<file path="config.mk">
export PLATFORM = sky130hd
export DESIGN_NAME = miss_req_sched
export DESIGN_NICKNAME = d
export VERILOG_FILES = /design/src/rtl/moldudp64_pkg.sv /design/src/rtl/miss_req_fifo.sv /design/src/rtl/miss_req_sched.sv
export SDC_FILE = /design/constraint.sdc
export NUM_CORES = 1
export LEC_CHECK = 0
export ABC_AREA = 1
export CAP_MARGIN = 40
export CORE_MARGIN = 2
export CORE_UTILIZATION = 59
export CTS_CLUSTER_SIZE = 25
export DETAILED_ROUTE_END_ITERATION = 8
export PLACE_DENSITY_LB_ADDON = 0.25
export SYNTH_ARGS = -nofsm -noshare
export SYNTH_HDL_FRONTEND = slang
export SYNTH_SLANG_ARGS = --single-unit
</file>
<file path="constraint.sdc">
create_clock -name clk -period 13.4 [get_ports clk]
set_input_delay 3.35 -clock clk [delete_from_list [all_inputs] [get_ports clk]]
set_output_delay 3.35 -clock clk [all_outputs]
set_load 0.005 [all_outputs]
</file>
<file path="src/rtl/moldudp64_pkg.sv">
// Shared MoldUDP64 re-request types: field widths, the gap-event record
// carried through the scheduler FIFO, and the scheduler FSM encoding.
package moldudp64_pkg;

  localparam int SEQ_NUM_W = 64;
  localparam int SID_W     = 80;
  localparam int ML_W      = 16;

  typedef struct packed {
    logic [SID_W-1:0]     sid;
    logic [SEQ_NUM_W-1:0] start;
    logic [SEQ_NUM_W-1:0] cnt;
  } gap_evt_t;

  typedef enum logic [1:0] {
    IDLE = 2'd0,
    LOAD = 2'd1,
    REQ  = 2'd2,
    HOLD = 2'd3
  } sched_state_t;

endpackage

</file>
<file path="src/rtl/miss_req_fifo.sv">
// Synchronous gap-event FIFO with full/empty flags. Push and pop in the same
// cycle are legal even when full: the read slot is consumed before the write
// lands, so the caller may push into a full FIFO whenever it also pops.
module miss_req_fifo
  import moldudp64_pkg::*;
#(
  parameter int DEPTH = 4
) (
  input  logic     clk,
  input  logic     nreset,
  input  logic     push,
  input  gap_evt_t push_data,
  input  logic     pop,
  output gap_evt_t pop_data,
  output logic     full,
  output logic     empty
);

  localparam int AW = $clog2(DEPTH);

  gap_evt_t      mem [DEPTH];
  logic [AW:0]   wptr;
  logic [AW:0]   rptr;

  assign empty    = (wptr == rptr);
  assign full     = (wptr[AW] != rptr[AW]) && (wptr[AW-1:0] == rptr[AW-1:0]);
  assign pop_data = mem[rptr[AW-1:0]];

  // Pointer update; the extra MSB distinguishes full from empty.
  always_ff @(posedge clk or negedge nreset) begin
    if (!nreset) begin
      wptr <= '0;
      rptr <= '0;
    end else begin
      if (push) wptr <= wptr + 1'b1;
      if (pop)  rptr <= rptr + 1'b1;
    end
  end

  // Storage array; contents are don't-care until written, so no reset.
  always_ff @(posedge clk) begin
    if (push) mem[wptr[AW-1:0]] <= push_data;
  end

endmodule

</file>
<file path="src/rtl/miss_req_sched.sv">
// Retransmission re-request scheduler. Buffers gap events, splits gaps wider
// than MAX_REQ_CNT into consecutive chunks, and issues one request at a time
// over valid/ready with a programmable hold-off after each accepted request.
// Optional build macro MISS_REQ_STATS_EN adds saturating request/drop counters.
module miss_req_sched
  import moldudp64_pkg::*;
#(
  parameter logic [ML_W-1:0] MAX_REQ_CNT = 16'hFFFF,
  parameter int              FIFO_D      = 4,
  parameter int              HOLDOFF_W   = 16
) (
  input  logic                 clk,
  input  logic                 nreset,
  input  logic                 miss_v_i,
  input  logic [SID_W-1:0]     miss_sid_i,
  input  logic [SEQ_NUM_W-1:0] miss_start_i,
  input  logic [SEQ_NUM_W-1:0] miss_cnt_i,
  input  logic [HOLDOFF_W-1:0] holdoff_i,
  output logic                 req_v_o,
  input  logic                 req_ready_i,
  output logic [SID_W-1:0]     req_sid_o,
  output logic [SEQ_NUM_W-1:0] req_seq_num_o,
  output logic [ML_W-1:0]      req_cnt_o,
`ifdef MISS_REQ_STATS_EN
  output logic [31:0]          stat_req_o,
  output logic [31:0]          stat_drop_o,
`endif
  output logic                 busy_o,
  output logic                 ovf_o
);

  localparam logic [SEQ_NUM_W-1:0] MAX_REQ_W = {{(SEQ_NUM_W-ML_W){1'b0}}, MAX_REQ_CNT};

  sched_state_t          state;
  sched_state_t          state_nxt;
  logic                  fifo_push;
  logic                  fifo_pop;
  logic                  fifo_full;
  logic                  fifo_empty;
  gap_evt_t              fifo_in;
  gap_evt_t              fifo_out;
  logic                  evt_ok;
  logic                  evt_drop;
  logic                  hs;
  logic [SID_W-1:0]      wk_sid;
  logic [SEQ_NUM_W-1:0]  cur_seq;
  logic [SEQ_NUM_W-1:0]  rem_cnt;
  logic [HOLDOFF_W-1:0]  hold_cnt;
  logic [ML_W-1:0]       chunk_cnt;

  // Zero-length gaps are not events; a full FIFO only drops if nothing pops.
  assign evt_ok    = miss_v_i && (miss_cnt_i != '0);
  assign fifo_push = evt_ok && (!fifo_full || fifo_pop);
  assign evt_drop  = evt_ok && fifo_full && !fifo_pop;
  assign fifo_in   = '{sid: miss_sid_i, start: miss_start_i, cnt: miss_cnt_i};
  assign hs        = (state == REQ) && req_ready_i;
  // Compare at full sequence width so huge gaps never alias into a small chunk.
  assign chunk_cnt = (rem_cnt > MAX_REQ_W) ? MAX_REQ_CNT : rem_cnt[ML_W-1:0];

  miss_req_fifo #(.DEPTH(FIFO_D)) u_fifo (
    .clk       (clk),
    .nreset    (nreset),
    .push      (fifo_push),
    .push_data (fifo_in),
    .pop       (fifo_pop),
    .pop_data  (fifo_out),
    .full      (fifo_full),
    .empty     (fifo_empty)
  );

  // Next-state and pop decision; HOLD expiry can pop directly to skip IDLE.
  always_comb begin
    state_nxt = state;
    fifo_pop  = 1'b0;
    case (state)
      IDLE: begin
        if (!fifo_empty) begin
          fifo_pop  = 1'b1;
          state_nxt = LOAD;
        end
      end
      LOAD: state_nxt = REQ;
      REQ: begin
        if (req_ready_i) state_nxt = HOLD;
      end
      HOLD: begin
        if (hold_cnt == '0) begin
          if (rem_cnt != '0) begin
            state_nxt = LOAD;
          end else if (!fifo_empty) begin
            fifo_pop  = 1'b1;
            state_nxt = LOAD;
          end else begin
            state_nxt = IDLE;
          end
        end
      end
      default: state_nxt = IDLE;
    endcase
  end

  // Control state, request outputs and status flags.
  always_ff @(posedge clk or negedge nreset) begin
    if (!nreset) begin
      state         <= IDLE;
      req_v_o       <= 1'b0;
      req_sid_o     <= '0;
      req_seq_num_o <= '0;
      req_cnt_o     <= '0;
      rem_cnt       <= '0;
      hold_cnt      <= '0;
      busy_o        <= 1'b0;
      ovf_o         <= 1'b0;
    end else begin
      state  <= state_nxt;
      busy_o <= !fifo_empty || (state != IDLE);
      ovf_o  <= evt_drop;
      if (fifo_pop) rem_cnt <= fifo_out.cnt;
      if (state == LOAD) begin
        req_v_o       <= 1'b1;
        req_sid_o     <= wk_sid;
        req_seq_num_o <= cur_seq;
        req_cnt_o     <= chunk_cnt;
      end
      if (hs) begin
        req_v_o  <= 1'b0;
        rem_cnt  <= rem_cnt - {{(SEQ_NUM_W-ML_W){1'b0}}, req_cnt_o};
        hold_cnt <= holdoff_i;
      end else if ((state == HOLD) && (hold_cnt != '0)) begin
        hold_cnt <= hold_cnt - 1'b1;
      end
    end
  end

  // Working session and cursor; cursor wraps modulo 2^SEQ_NUM_W by design.
  always_ff @(posedge clk) begin
    if (fifo_pop) begin
      wk_sid  <= fifo_out.sid;
      cur_seq <= fifo_out.start;
    end else if (hs) begin
      cur_seq <= cur_seq + {{(SEQ_NUM_W-ML_W){1'b0}}, req_cnt_o};
    end
  end

`ifdef MISS_REQ_STATS_EN
  function automatic logic [31:0] sat_inc(input logic [31:0] v);
    return (v == '1) ? v : v + 32'd1;
  endfunction

  // Saturating counters of accepted requests and dropped events.
  always_ff @(posedge clk or negedge nreset) begin
    if (!nreset) begin
      stat_req_o  <= '0;
      stat_drop_o <= '0;
    end else begin
      if (hs)       stat_req_o  <= sat_inc(stat_req_o);
      if (evt_drop) stat_drop_o <= sat_inc(stat_drop_o);
    end
  end
`endif

endmodule
</file>
==> run metrics, run 1 <==
number of fill cells=roughly 6400; worst path cell trace=clkdlybuf4s50_1 -> nor4_1 -> nand4_1 -> nor2_1 -> a21boi_0 -> nand2_1 -> nor2_4 -> buf_4; Seq/Total Area, Yosys=around 70%; Final GP Congestion=0.981; core area=88100 µm²; Post-synth EDFFs=approximately 980; Warnings, synthesis=0; Post-synth top flop=edfxtp_1; largest net degree at the start of global routing=between 200 and 250; Design Area, Final=approximately 60000 µm²; Placed Instance Area=around 58000 µm²; Syn Area/Cell=~11 µm²; fin crit period=~7100 ps; CP max stage delay=~800 ps; Critical Path AT=between 7000 and 8000 ps; Worst EP required=roughly 14000 ps; syn nets=~5200; clock sinks=1227; most common cell in the synthesized netlist=nand2_1; power density cells=240 nW/µm²; drt first-iter violations=approximately 4100; Worst setup EP type=register; Max Fanout on Critical Path=58; hold buffer count at cts=0; layout cells sized above 1=between 4 and 5%; Yosys reg bits=approximately 1200; unrepaired setup endpoints after global routing=false; io pins=~400; CP Launch Type=primary input; setup ws final=between 6000 and 7000 ps; nets@finish=around 5600; initial antenna violation count=23; outcome=finished, final reports clean; Netlist cell types=48; CTS tree=yes; Die X=302 µm; routed wire length=143000 µm; post-route ant nets=0; CTS H-tree depth=3; gr ovfl total=0; crit path kind=in2reg; Pre-antenna DRT Iters=5; Die ar.=~90000 µm²; worst hold path type=reg2reg; pre-CTS WS=5650 ps; Post-route DRC=0; Worst IR Drop VDD=~0.28 mV; worst-path cell with the longest stage delay=buf_4; clk slew on worst S/H paths=60 ps; worst skew pair latency=700 ps; fin crit share=53.2%; Max Cap Viol=0; Post-CTS Repair Setup Buffers=0; Slew HR=25.7%; worst hold slack=around 440 ps; Die H=between 300 and 400 µm; Async SR Flop Fraction=between 20% and 30%; Fmax=around 0.14 GHz; Buffers on Ports=between 300 and 400; Initial Util=59.4%; area of the multi-input gates=about 15000 µm²; number of global-route vias before repair=between 30000 and 40000; cell taking the most area after synthesis=edfxtp_1; FF/Latch Area=about 36000 µm²; mapped cell area=between 50000 and 60000 µm²; final hold vios=0; Cell Rows=about 110; Cells after Synth=roughly 5000; Via density=approximately 5.8; Vias=around 38000; Max Slew Vio Count=0; Max Clock Skew=just over 40 ps; P_leak=around 24 nW; cts bufs inserted=about 120; P&R area growth vs syn=17.5%; worst-case clock buffer depth=3; first-pass GRT wire length=around 220000 µm; Worst Max-Slew Pin Slew=around 1100 ps; Post-synth top cells=1386 x nand2_1, 976 x edfxtp_1, 614 x nor2_1; HPWL Detailed=about 93000 µm; WL/cell=approximately 22 µm; Final Setup Violations=0; clock root buffer=clkbuf_16; share of the synthesized area in the top cell type=~56%; Area contributors post-synth=edfxtp_1 56%, dfrtp_1 12%, nand2_1 9.9%; gr usage total=a little under a third; post-CTS resize count=0
-- state kept, by name (all words and copies together), names as in the netlist --
signal and flops:
req_seq_num_o 64, req_sid_o 80, rem_cnt 64, u_fifo.mem 832, ovf_o 1, u_fifo.wptr 3
wk_sid 80, hold_cnt 16, busy_o 1, state 2, cur_seq 64, u_fifo.rptr 3
req_v_o 1, req_cnt_o 16
-- routing by layer --
metal | part of all wire (%) | global-route usage (%) | vias to the layer above
met5 | 0.12 | 0 | -
met4 | 2.7 | 9.74 | 26
met3 | 8.3 | 5.06 | 243
met2 | 47 | 49.1 | 1579
met1 | 42 | 45.4 | 18500
li1 | - | - | 17700
-- logic make-up (layout without fill, tap and decap cells) --
logic type	count (synthesis)	after routing	synth area share [%]
buffers and inverters	515	951	3.90
AOI/OAI and AO/OA	810	810	8.66
other	0	11	0
DFF	1227	1227	68.0
adders and majority gates	46	46	1.13
muxes	1	1	0.0191
xor gates and xnor gates	45	45	0.753
and+or+nand+nor	2299	2299	17.6
-- through the flow --
| stage | cells | util, % | TNS [ps] | total power [W] |
|---|---|---|---|---|
| 2_1_floorplan | 4943 | - | -101980 | 0.00935 |
| 3_3_place_gp | 6308 | 64.9 | 0 | 0.0111 |
| 3_5_place_dp | 6323 | 65.3 | 0 | 0.0113 |
| 4_1_cts | 6544 | 69.8 | 0 | 0.0148 |
| 5_1_grt | 6552 | 69.8 | 0 | 0.0156 |
| 6_report | 6555 | 69.9 | 0 | 0.0148 |
-- cells in the final DEF, fill, tap and decap left out, drive strengths merged, types with 37 or more instances in the layout --
master and instances:
a21oi 86, nand4 62, o22ai 188, ha 44, xor2 37, clkbuf 159, nor2 620, clkinv 38
edfxtp 976, clkdlybuf4s50 389, nand3 150, inv 301, o21ai 473, dfrtp 251, buf 47, nand2 1389
-- layout make-up --
class,instances,area share (%)
clock inverter,62,1.15
inverter,294,1.83
multi-input combinational,3201,24.0
sequential,1227,57.8
antenna,11,0.0447
tap,1165,2.37
clock buffer,159,5.32
timing repair buffer,436,7.43
-- path summary, 6_finish.rpt --
kind,startpoint,end,slack (ps),cells past startpoint
worst min register to register,wk_sid[12],req_sid_o[12],440,2
min in group asynchronous,nreset,hold_cnt[14],2600,1
max in group asynchronous,nreset,req_sid_o[23],8710,4
worst min-delay path,wk_sid[12],req_sid_o[12],440,2
worst max-delay path,miss_cnt_i[14],u_fifo.mem[2][134],6280,8
worst max register to register,u_fifo.rptr[1],rem_cnt[41],8620,13
-- power breakdown --
group	switching [W]	internal [W]	leakage, nW	total, W
Clock	0.00144	0.00197	1.93	0.00341
Sequential	0.000688	0.00550	12.0	0.00619
Combinational	0.00347	0.00168	9.77	0.00516
-- worst max-delay path, delay by kind of cell --
kind	cells	cell delay, ps
and+or+nand+nor	5	1890
AOI/OAI and AO/OA	1	720
buffers and inverters	2	1360
(Power assumes the default switching activity.)
==> run 2: changes to the inputs <==
- CORE_UTILIZATION: 59 -> 53
- clock period: 13.4 -> 5.8 ns (I/O delays scaled with it)
==> run 2 against run 1 <==
Compared with the run above: final cell count rose by 2.3%; utilization fell by 6.4 points; cell area rose by 1.2%; register-to-register slack worse by 6700 ps; worst hold slack better by 3.3 ps; global-route usage is 3.1 points lower; setup slack got worse by 4500 ps; sequential cell count did not move; critical path depth is 3 higher; via count decreased by 0.48%; largest cell class unchanged; highest routed layer unchanged.
==> run metrics, run 2 (synthesis gave the netlist of run 1 again) <==
crit-path leading delay family=simple AND/OR/NAND/NOR gates; Die ar.=101000 µm²; layout cells sized above 1=under 10%; sw frac=37.4%; cts bufs inserted=130; first-pass GRT wire length=between 200000 and 250000 µm; Comb power frac=34.6%; Worst IR Drop VDD=between 0.4 and 0.5 mV; clk slew on worst S/H paths=60 ps; io pins=slightly below 400; CP max stage delay=a little under 700 ps; Final GP Congestion=between 0.9 and 1; unrepaired setup endpoints after global routing=false; hold buffer count at cts=0; Initial Util=between 50% and 60%; worst path cell trace=clkdlybuf4s50_1 -> nor4_1 -> nand4_1 -> nor2_1 -> a21boi_0 -> buf_4 -> nand2_1 -> buf_4 -> nor2_4 -> buf_12 -> buf_12; clock root buffer=clkbuf_16; R2R depth=11; Fmax=approximately 0.25 GHz; reg2reg start=u_fifo.rptr[0]; Die H=318 µm; post-layout util=a little under two thirds; clock power share=around a quarter; Via density=~5.7; Post-route DRC=0; fin crit share=69.3%; Max Clock Skew=24.0 ps; Pre-antenna DRT Iters=7; CTS tree=yes; final non-filler cell total=about 6700; WL/cell=approximately 21 µm; Critical Path AT=~4500 ps; Max Fanout on Critical Path=43; P_leak=approximately 24 nW; initial antenna violation count=23; Worst Hold Path EP=req_sid_o[68]; power density cells=557 nW/µm²; r2r setup slk=between 1500 and 2000 ps; crit path kind=in2reg; CTS H-tree depth=4; P&R area growth vs syn=19.0%; Worst EP required=around 6300 ps; Buffers on Ports=a little under 400; Placed Cells=approximately 6500; max reg flops=~830; Worst setup EP type=register; gr usage total=28.2%; routed wire length=143000 µm; worst hold path cell count=2; worst-path cell with the longest stage delay=nor4_1; worst skew pair latency=~740 ps; hold wc startpoint=wk_sid[68]; clock sinks=roughly 1200; P_sw=approximately 0.013 W; nets@finish=5578; number of global-route vias before repair=36500; P_int=roughly 0.022 W; Slew HR=34.5%; Die X=between 300 and 400 µm; HPWL Detailed=around 94000 µm; fin crit period=4020 ps; Flop pwr share=a little over 40%; post-route ant nets=0; commonest non-fill, non-tap cells in the layout=1385 x nand2_1, 976 x edfxtp_1, 610 x nor2_1; Max Slew Vio Count=0; Final Setup Violations=0; Cell Rows=115; worst reg2reg path endpoint=rem_cnt[25]; gr ovfl total=0; commonest non-fill, non-tap cell in the layout=nand2_1; Critical path buffers and inverters=5; number of fill cells=between 7000 and 8000; core area=around 98000 µm²; largest net degree at the start of global routing=between 200 and 250; final hold vios=0; Max Cap Viol=0; post-CTS resize count=0; CP Launch Type=primary input; setup ws final=~1800 ps; Post-CTS Repair Setup Buffers=0; worst hold path type=reg2reg; Power, Total=0.0347 W; pre-CTS WS=~1000 ps; worst-case clock buffer depth=3; Design Area, Final=62300 µm²; drt first-iter violations=3770; outcome=finished, final reports clean; Placed Instance Area=approximately 58000 µm²; Worst Max-Slew Pin Slew=~980 ps; Vias=approximately 38000
==> run 2: worst max path at each step <==
stage / start / to / slack, ps / cells past startpoint
after floorplan: miss_cnt_i[60] / u_fifo.mem[0][0] / -2340 / 6
after global placement: miss_cnt_i[12] / u_fifo.mem[2][150] / 1120 / 11
after detailed placement: miss_cnt_i[13] / u_fifo.mem[2][150] / 1050 / 11
after CTS: miss_cnt_i[13] / u_fifo.mem[2][75] / 1830 / 11
after global routing: u_fifo.rptr[0] / cur_seq[41] / 1600 / 7
final: miss_cnt_i[13] / u_fifo.mem[2][54] / 1780 / 11
==> run 2: tightest hold or removal path: stages, from the launching register on <==
cell      delay (ps)
edfxtp_1         320
nand2_1           50
nand2_1           50
==> run 2: metal layers <==
| metal | GRT usage, % | part of all wire, % | vias to the layer above |
|---|---|---|---|
| li1 | - | - | 17800 |
| met1 | 40.3 | 44 | 18400 |
| met2 | 43.8 | 46 | 1496 |
| met3 | 5.72 | 7.7 | 231 |
| met4 | 8.79 | 2.6 | 28 |
| met5 | 0 | 0.12 | - |
==> run 2: stage by stage <==
step,TNS [ps],hold WS [ps]
final,0,439
after CTS,0,445
after floorplan,-1949240,425
after detailed placement,0,435
after global placement,0,430
after global routing,0,461
==> run 2: cell type report <==
class                      count  area [µm²]  share of cell area (%)
antenna                        7        17.5                  0.0281
clock buffer                 176        3630                    5.83
clock inverter                65         785                    1.26
inverter                     294        1130                    1.81
multi-input combinational   3201       14800                    23.7
sequential                  1227       35600                    57.1
tap                         1287        1610                    2.58
timing repair buffer         450        4760                    7.65
==> run 2: power by group through the flow <==
stage          clock network (W)  logic (W)  registers [W]
2_1_floorplan                  0    0.00735         0.0140
3_3_place_gp                   0     0.0116         0.0143
3_5_place_dp                   0     0.0120         0.0143
4_1_cts                  0.00864     0.0120         0.0142
5_1_grt                  0.00901     0.0133         0.0144
6_report                 0.00850     0.0120         0.0142
